===== src/rtl/core_ctrl_pkg.sv =====
// Shared encodings for the core clock controller: command opcodes,
// controller states and the default halt status code.
package core_ctrl_pkg;

    typedef enum logic [1:0] {
        OP_STOP = 2'b00,
        OP_RUN  = 2'b01,
        OP_STEP = 2'b10,
        OP_RSVD = 2'b11
    } cmd_op_e;

    typedef enum logic [2:0] {
        ST_IDLE,
        ST_RUN,
        ST_STEP,
        ST_DRAIN,
        ST_HALT
    } state_e;

    localparam logic [7:0] HALT_CODE_DEFAULT = 8'hFF;

endpackage


===== src/rtl/core_clock_div.sv =====
// Half-period divider for the core clock. While enabled, counts system
// clocks and toggles cclk every div+1 cycles; while disabled, holds cclk low
// with the counter cleared. The divide value is captured at each toggle so a
// new value only affects the following half-period.
module core_clock_div #(
    parameter int unsigned DIV_WIDTH = 16
) (
    input  logic                 clk,
    input  logic                 rst_n,
    input  logic                 en,
    input  logic [DIV_WIDTH-1:0] div,
    output logic                 cclk,
    output logic                 rise,
    output logic                 fall
);

    logic [DIV_WIDTH-1:0] div_cnt;
    logic [DIV_WIDTH-1:0] div_q;
    logic                 terminal;

    assign terminal = en && (div_cnt == div_q);
    assign rise     = terminal && !cclk;
    assign fall     = terminal && cclk;

    // Half-period counter, divide-value capture and clock toggle.
    always_ff @(posedge clk or negedge rst_n) begin
        if (!rst_n) begin
            div_cnt <= '0;
            div_q   <= '0;
            cclk    <= 1'b0;
        end else if (!en) begin
            div_cnt <= '0;
            div_q   <= div;
            cclk    <= 1'b0;
        end else if (terminal) begin
            div_cnt <= '0;
            div_q   <= div;
            cclk    <= ~cclk;
        end else begin
            div_cnt <= div_cnt + 1'b1;
        end
    end

endmodule


===== src/rtl/core_clock_ctrl.sv =====
// Core clock controller: generates CCLK in run/step modes, drains the
// current core cycle on stop or halt, registers core status and counts
// executed core cycles.
module core_clock_ctrl
    import core_ctrl_pkg::*;
#(
    parameter int unsigned DIV_WIDTH = 16,
    parameter int unsigned CNT_WIDTH = 32,
    parameter logic [7:0]  HALT_CODE = HALT_CODE_DEFAULT
) (
    input  logic                 S_AXI_ACLK,
    input  logic                 S_AXI_ARESETN,
    input  logic                 CMD_VALID,
    output logic                 CMD_READY,
    input  logic [1:0]           CMD_OP,
    input  logic [CNT_WIDTH-1:0] CMD_ARG,
    input  logic [DIV_WIDTH-1:0] DIV,
    input  logic                 CRST,
    input  logic [7:0]           CSTAT,
    output logic                 CCLK,
    output logic [7:0]           CSTAT_Q,
    output logic                 BUSY,
    output logic                 HALTED,
    output logic [CNT_WIDTH-1:0] CYCLE_CNT
);

    state_e               state, state_nxt;
    logic                 halt_pend, halt_pend_nxt;
    logic [CNT_WIDTH-1:0] step_rem, step_rem_nxt;
    logic                 cclk_en;
    logic                 rise, fall;
    logic                 cmd_fire;
    logic                 halt_det;
    cmd_op_e              op;

    assign op       = cmd_op_e'(CMD_OP);
    assign cmd_fire = CMD_VALID && CMD_READY;
    assign halt_det = (CSTAT_Q == HALT_CODE) && !CRST;

    // Draining only continues clocking while the high half is still open,
    // so no new rising edge can be issued after a stop or halt.
    assign cclk_en = (state == ST_RUN) || (state == ST_STEP) ||
                     ((state == ST_DRAIN) && CCLK);

    core_clock_div #(
        .DIV_WIDTH (DIV_WIDTH)
    ) u_div (
        .clk   (S_AXI_ACLK),
        .rst_n (S_AXI_ARESETN),
        .en    (cclk_en),
        .div   (DIV),
        .cclk  (CCLK),
        .rise  (rise),
        .fall  (fall)
    );

    // Next-state, step-count and halt-pending decode.
    always_comb begin
        state_nxt     = state;
        halt_pend_nxt = halt_pend;
        step_rem_nxt  = step_rem;
        case (state)
            ST_IDLE: begin
                halt_pend_nxt = 1'b0;
                if (cmd_fire) begin
                    if (op == OP_RUN) begin
                        state_nxt = ST_RUN;
                    end else if ((op == OP_STEP) && (CMD_ARG != '0)) begin
                        state_nxt    = ST_STEP;
                        step_rem_nxt = CMD_ARG;
                    end
                end
            end
            ST_RUN: begin
                if (halt_det) begin
                    state_nxt     = ST_DRAIN;
                    halt_pend_nxt = 1'b1;
                end else if (cmd_fire && (op == OP_STOP)) begin
                    state_nxt = ST_DRAIN;
                end
            end
            ST_STEP: begin
                if (rise) begin
                    step_rem_nxt = step_rem - CNT_WIDTH'(1);
                end
                if (halt_det) begin
                    state_nxt     = ST_DRAIN;
                    halt_pend_nxt = 1'b1;
                end else if (rise && (step_rem == CNT_WIDTH'(1))) begin
                    state_nxt = ST_DRAIN;
                end else if (cmd_fire && (op == OP_STOP)) begin
                    state_nxt = ST_DRAIN;
                end
            end
            ST_DRAIN: begin
                if (!CCLK || fall) begin
                    state_nxt    = halt_pend ? ST_HALT : ST_IDLE;
                    step_rem_nxt = '0;
                end
            end
            ST_HALT: begin
                halt_pend_nxt = 1'b0;
                if (CRST) begin
                    state_nxt = ST_IDLE;
                end
            end
            default: begin
                state_nxt = ST_IDLE;
            end
        endcase
    end

    // State register plus registered decodes, taken from the next state so
    // they line up with the state they describe.
    always_ff @(posedge S_AXI_ACLK or negedge S_AXI_ARESETN) begin
        if (!S_AXI_ARESETN) begin
            state     <= ST_IDLE;
            halt_pend <= 1'b0;
            step_rem  <= '0;
            BUSY      <= 1'b0;
            HALTED    <= 1'b0;
            CMD_READY <= 1'b0;
        end else begin
            state     <= state_nxt;
            halt_pend <= halt_pend_nxt;
            step_rem  <= step_rem_nxt;
            BUSY      <= (state_nxt == ST_RUN) || (state_nxt == ST_STEP) ||
                         (state_nxt == ST_DRAIN);
            HALTED    <= (state_nxt == ST_HALT);
            CMD_READY <= (state_nxt != ST_DRAIN);
        end
    end

    // Core status capture with fixed one-cycle latency.
    always_ff @(posedge S_AXI_ACLK or negedge S_AXI_ARESETN) begin
        if (!S_AXI_ARESETN) begin
            CSTAT_Q <= '0;
        end else begin
            CSTAT_Q <= CSTAT;
        end
    end

    // Executed core cycle counter; held at zero while the core is in reset.
    always_ff @(posedge S_AXI_ACLK or negedge S_AXI_ARESETN) begin
        if (!S_AXI_ARESETN) begin
            CYCLE_CNT <= '0;
        end else if (CRST) begin
            CYCLE_CNT <= '0;
        end else if (rise) begin
            CYCLE_CNT <= CYCLE_CNT + 1'b1;
        end
    end

endmodule


===== config.mk =====
export PLATFORM = sky130hd
export DESIGN_NAME = core_clock_ctrl
export DESIGN_NICKNAME = d
export VERILOG_FILES = /design/src/rtl/core_ctrl_pkg.sv /design/src/rtl/core_clock_div.sv /design/src/rtl/core_clock_ctrl.sv
export SDC_FILE = /design/constraint.sdc
export NUM_CORES = 1
export LEC_CHECK = 0
export ABC_AREA = 1
export BUFFER_PORTS_ARGS = -buffer_cell sky130_fd_sc_hd__buf_4
export CELL_PAD_IN_SITES_DETAIL_PLACEMENT = 1
export CELL_PAD_IN_SITES_GLOBAL_PLACEMENT = 1
export CORE_ASPECT_RATIO = 0.7
export CORE_MARGIN = 2
export CORE_UTILIZATION = 41
export DETAILED_ROUTE_END_ITERATION = 8
export GPL_ROUTABILITY_DRIVEN = 0
export MAX_ROUTING_LAYER = met4
export PLACE_DENSITY_LB_ADDON = 0.08
export REMOVE_ABC_BUFFERS = 1
export SETUP_SLACK_MARGIN = 0.4
export SYNTH_ARGS = -nofsm -noshare
export SYNTH_HDL_FRONTEND = slang
export SYNTH_HIERARCHICAL = 1
export SYNTH_SLANG_ARGS = --single-unit

===== constraint.sdc =====
create_clock -name S_AXI_ACLK -period 2.5 [get_ports S_AXI_ACLK]
set_input_delay 0.25 -clock S_AXI_ACLK [delete_from_list [all_inputs] [get_ports S_AXI_ACLK]]
set_output_delay 0.25 -clock S_AXI_ACLK [all_outputs]
set_load 0.01 [all_outputs]

==> qor.csv <==
stage;metric;value;unit
cts;clkLatencyLatePin;0.37;ns
route;wl_per_cell;17.3;um
floorplanning;core;17200;sq um
worst_setup_path;crit_chain;inv_2 -> buf_4 -> nand3_4 -> o211ai_1 -> buf_4 -> nand4_1 -> inv_2 -> nor2_4 -> nor2_4 -> nand2_4 -> nor2_4 -> nand2_4 -> nor2_4 -> nand2_2 -> nand2_1 -> nand2_1 -> nor2_1;
final_layout;final_nets;1315;
route;drtAntennaViolNets;0;
timing;clock_skew;0.0126;ns
grt;grt_usage;0.284;
worst_setup_path;max_stage_delay;0.40;ns
power;peakVddDrop;0.000348;V
floorplanning;row_count;40;
worst_setup_path;criticalPathCategory;register to register;
route;vias_per_cell;5.18;
route;first_pass_iters;5;
logic_synthesis;ys_warn_count;6;
logic_synthesis;syn_area;7220;sq um
cts;htree_levels;3;
logic_synthesis;ys_seq_area_frac;0.388;
logic_synthesis;synth_cells;1100;
cts;cts.reportedPaths.clkPinSlew;0.09;ns
grt;grt_first_pass_wirelength;40100;um
final_layout;final_common_cell;nand2_1;
outcome;outcome;finished clean;
timing;hold_violations;0;
worst_setup_path;reg2reg_from;state[2];
cts;cts_num_sinks;112;
power;p_per_area;723;nW/um^2
floorplanning;io_pins;106;
logic_synthesis;ys.flop_type;dfrtp_1;
place;numPortBuffers;105;
timing;final.setup.worst_slack;0.179;ns
flow_run;maxCapViolations;0;
worst_setup_path;rr_worst_depth;17;
final_layout;fin_util;0.536;
final_layout;layout_common_cells;nand2_1, nor2_1, buf_4;
worst_setup_path;crit_path_start_kind;register;
logic_synthesis;syn_avg_cell_area;6.57;sq um
floorplanning;fp.dieArea;18700;sq um
timing;finalSetupViolCount;0;
timing;fin_crit_sh;0.928;
worst_setup_path;reg2reg_to;CYCLE_CNT[17];
cts;cts_made_buffers;9;
logic_synthesis;synth_cell_types;39;
route;vias;7689;
grt;grt_pass1_vias;7736;
min_path;worstHoldEndpoint;u_div/div_q[8];
floorplanning;die_h;115;um
final_layout;layout-drive-gt1-share;0.207;
place;dp_hpwl;17800;um
logic_synthesis;ys_ff_latch;112;
grt;antenna_found_initial;0;
worst_setup_path;crit_path_max_fanout;8;
worst_setup_path;crit_slowest_cell;dfrtp_1;
final_layout;final_area;9230;sq um
place;post_dp_cell_area;8260;sq um
timing;maxSlewViolCount;0;
cts;cts_root_buf;clkbuf_16;
final_layout;fill_cells;2294;
final_layout;area_growth;27.8;%
logic_synthesis;synthArstFlopShare;1.00;
cts;cts.path.max_buffers;2;
place;pre_cts_ws;0.0638;ns
min_path;hold_path_depth;3;
min_path;worstHoldStart;DIV[8];
final_layout;n_antenna_cell;0;
timing;fmax;0.431;GHz
cts;cts_tree;yes;
grt;grt_start_max_net_pins;51;
power;leakagePower;4.66;nW
floorplanning;start_util;0.420;
logic_synthesis;synth_edf_count;0;
worst_setup_path;rrSetupSlack;0.18;ns
worst_setup_path;worstPathArrival;2.62;ns
timing;worst_slew_pin_slew;0.729;ns
route;routed_wl;25700;um
timing;rsz0062_at_grt;yes;
timing;finalCriticalPeriod;2.32;ns
timing;whs;0.0688;ns
route;drc;0;
floorplanning;die_x;163;um
grt;grt-ovfl-total;0;
route;drtIter0Drc;559;
timing;relSlewSlack;0.512;
worst_setup_path;cp_data_required_time;2.80;ns
worst_setup_path;crit_top_cell;nor2_4;
min_path;hold_class;input pin to register;
worst_setup_path;critPathCaptureType;register;
==> layout make-up <==
| class | instances | area (sq um) | share of cell area |
|---|---|---|---|
| Multi-Input combinational cell | 846 | 3990 | 0.432 |
| Sequential cell | 112 | 2810 | 0.305 |
| Timing Repair Buffer | 162 | 1390 | 0.151 |
| Inverter | 118 | 443 | 0.0480 |
| Tap cell | 231 | 289 | 0.0313 |
| Clock buffer | 9 | 225 | 0.0244 |
| Clock inverter | 7 | 76.3 | 0.00827 |
==> per-stage QoR <==
| stage | std cells | setup TNS [ns] | power (W) |
|---|---|---|---|
| 5_1_grt | 1485 | 0 | 0.00713 |
| 6_report | 1485 | 0 | 0.00667 |
| 2_1_floorplan | 1076 | -42.53 | 0.00395 |
| 3_5_place_dp | 1423 | 0 | 0.00480 |
| 3_3_place_gp | 1423 | 0 | 0.00471 |
| 4_1_cts | 1469 | 0 | 0.00652 |
==> repair_timing <==
item / CTS / global route
gates resized for setup: 37 / 36
endpoints found under the hold margin: 56 / 0
setup endpoints to repair: 50 / 53
buffers inserted: 19 / 13
hold buffers: 9 / 0
gates cloned: 2 / 3
pin swaps: 12 / 26
==> report_power, final <==
| group | switching (W) | internal [W] |
|---|---|---|
| Sequential | 0.000471 | 0.00214 |
| Clock | 0.000811 | 0.000720 |
| Combinational | 0.00159 | 0.000928 |
| Total | 0.00288 | 0.00379 |
==> worst max-delay path by stage <==
stage	startpoint	to	slack [ns]
2_1_floorplan	state[2]	CYCLE_CNT[17]	-0.81
3_3_place_gp	u_div/div_cnt[12]	step_rem[22]	0.20
3_5_place_dp	state[2]	CYCLE_CNT[20]	0.06
4_1_cts	u_div/div_cnt[5]	step_rem[4]	0.28
5_1_grt	u_div/div_cnt[3]	CYCLE_CNT[17]	0.02
6_report	state[2]	CYCLE_CNT[17]	0.18
==> sequential cells by signal, summed over array words and instances, names as in the netlist <==
name,cells
u_div/div_q,16
CSTAT_Q,8
u_div/div_cnt,16
step_rem,32
CYCLE_CNT,32
state,3
HALTED,1
u_div/cclk,1
CMD_READY,1
halt_pend,1
BUSY,1
==> synth_stat cells (5+ instances only) <==
master / n / area share
a21oi_1: 16 / 0.011
o21bai_1: 6 / 0.0062
nand3_1: 93 / 0.064
nand4_1: 23 / 0.020
nor2_2: 7 / 0.0061
or2_2: 5 / 0.0043
inv_2: 9 / 0.0047
nand2_1: 407 / 0.21
buf_2: 8 / 0.0055
o21ai_0: 30 / 0.021
nor3_1: 12 / 0.0083
nor2_1: 181 / 0.094
nor2_4: 6 / 0.0094
buf_4: 5 / 0.0052
inv_1: 109 / 0.057
dfrtp_1: 112 / 0.39
nand2_2: 15 / 0.013
xor2_1: 15 / 0.018
==> layer usage <==
layer | GRT usage | vias to the layer above | part of all wire
li1 | - | 3733 | -
met1 | 0.403 | 3739 | 0.49
met2 | 0.421 | 201 | 0.44
met3 | 0.0584 | 16 | 0.061
met4 | 0.0555 | 0 | 0.0096
met5 | - | - | 0
==> logic make-up after synthesis <==
kind of cell / share of synthesized area
DFF: 0.388
xor gates and xnor gates: 0.0206
adders and majority gates: 0.00693
and+or+nand+nor: 0.448
buffers and inverters: 0.0831
AOI/OAI and AO/OA: 0.0534
==> critical path: cells and delay by family, from the launching register on <==
family / cells / cell delay, ns
buffers and inverters: 4 / 0.49
and+or+nand+nor: 12 / 1.22
AOI/OAI and AO/OA: 1 / 0.12
DFF: 1 / 0.40
Note: power is estimated with default switching activity, not from simulation.
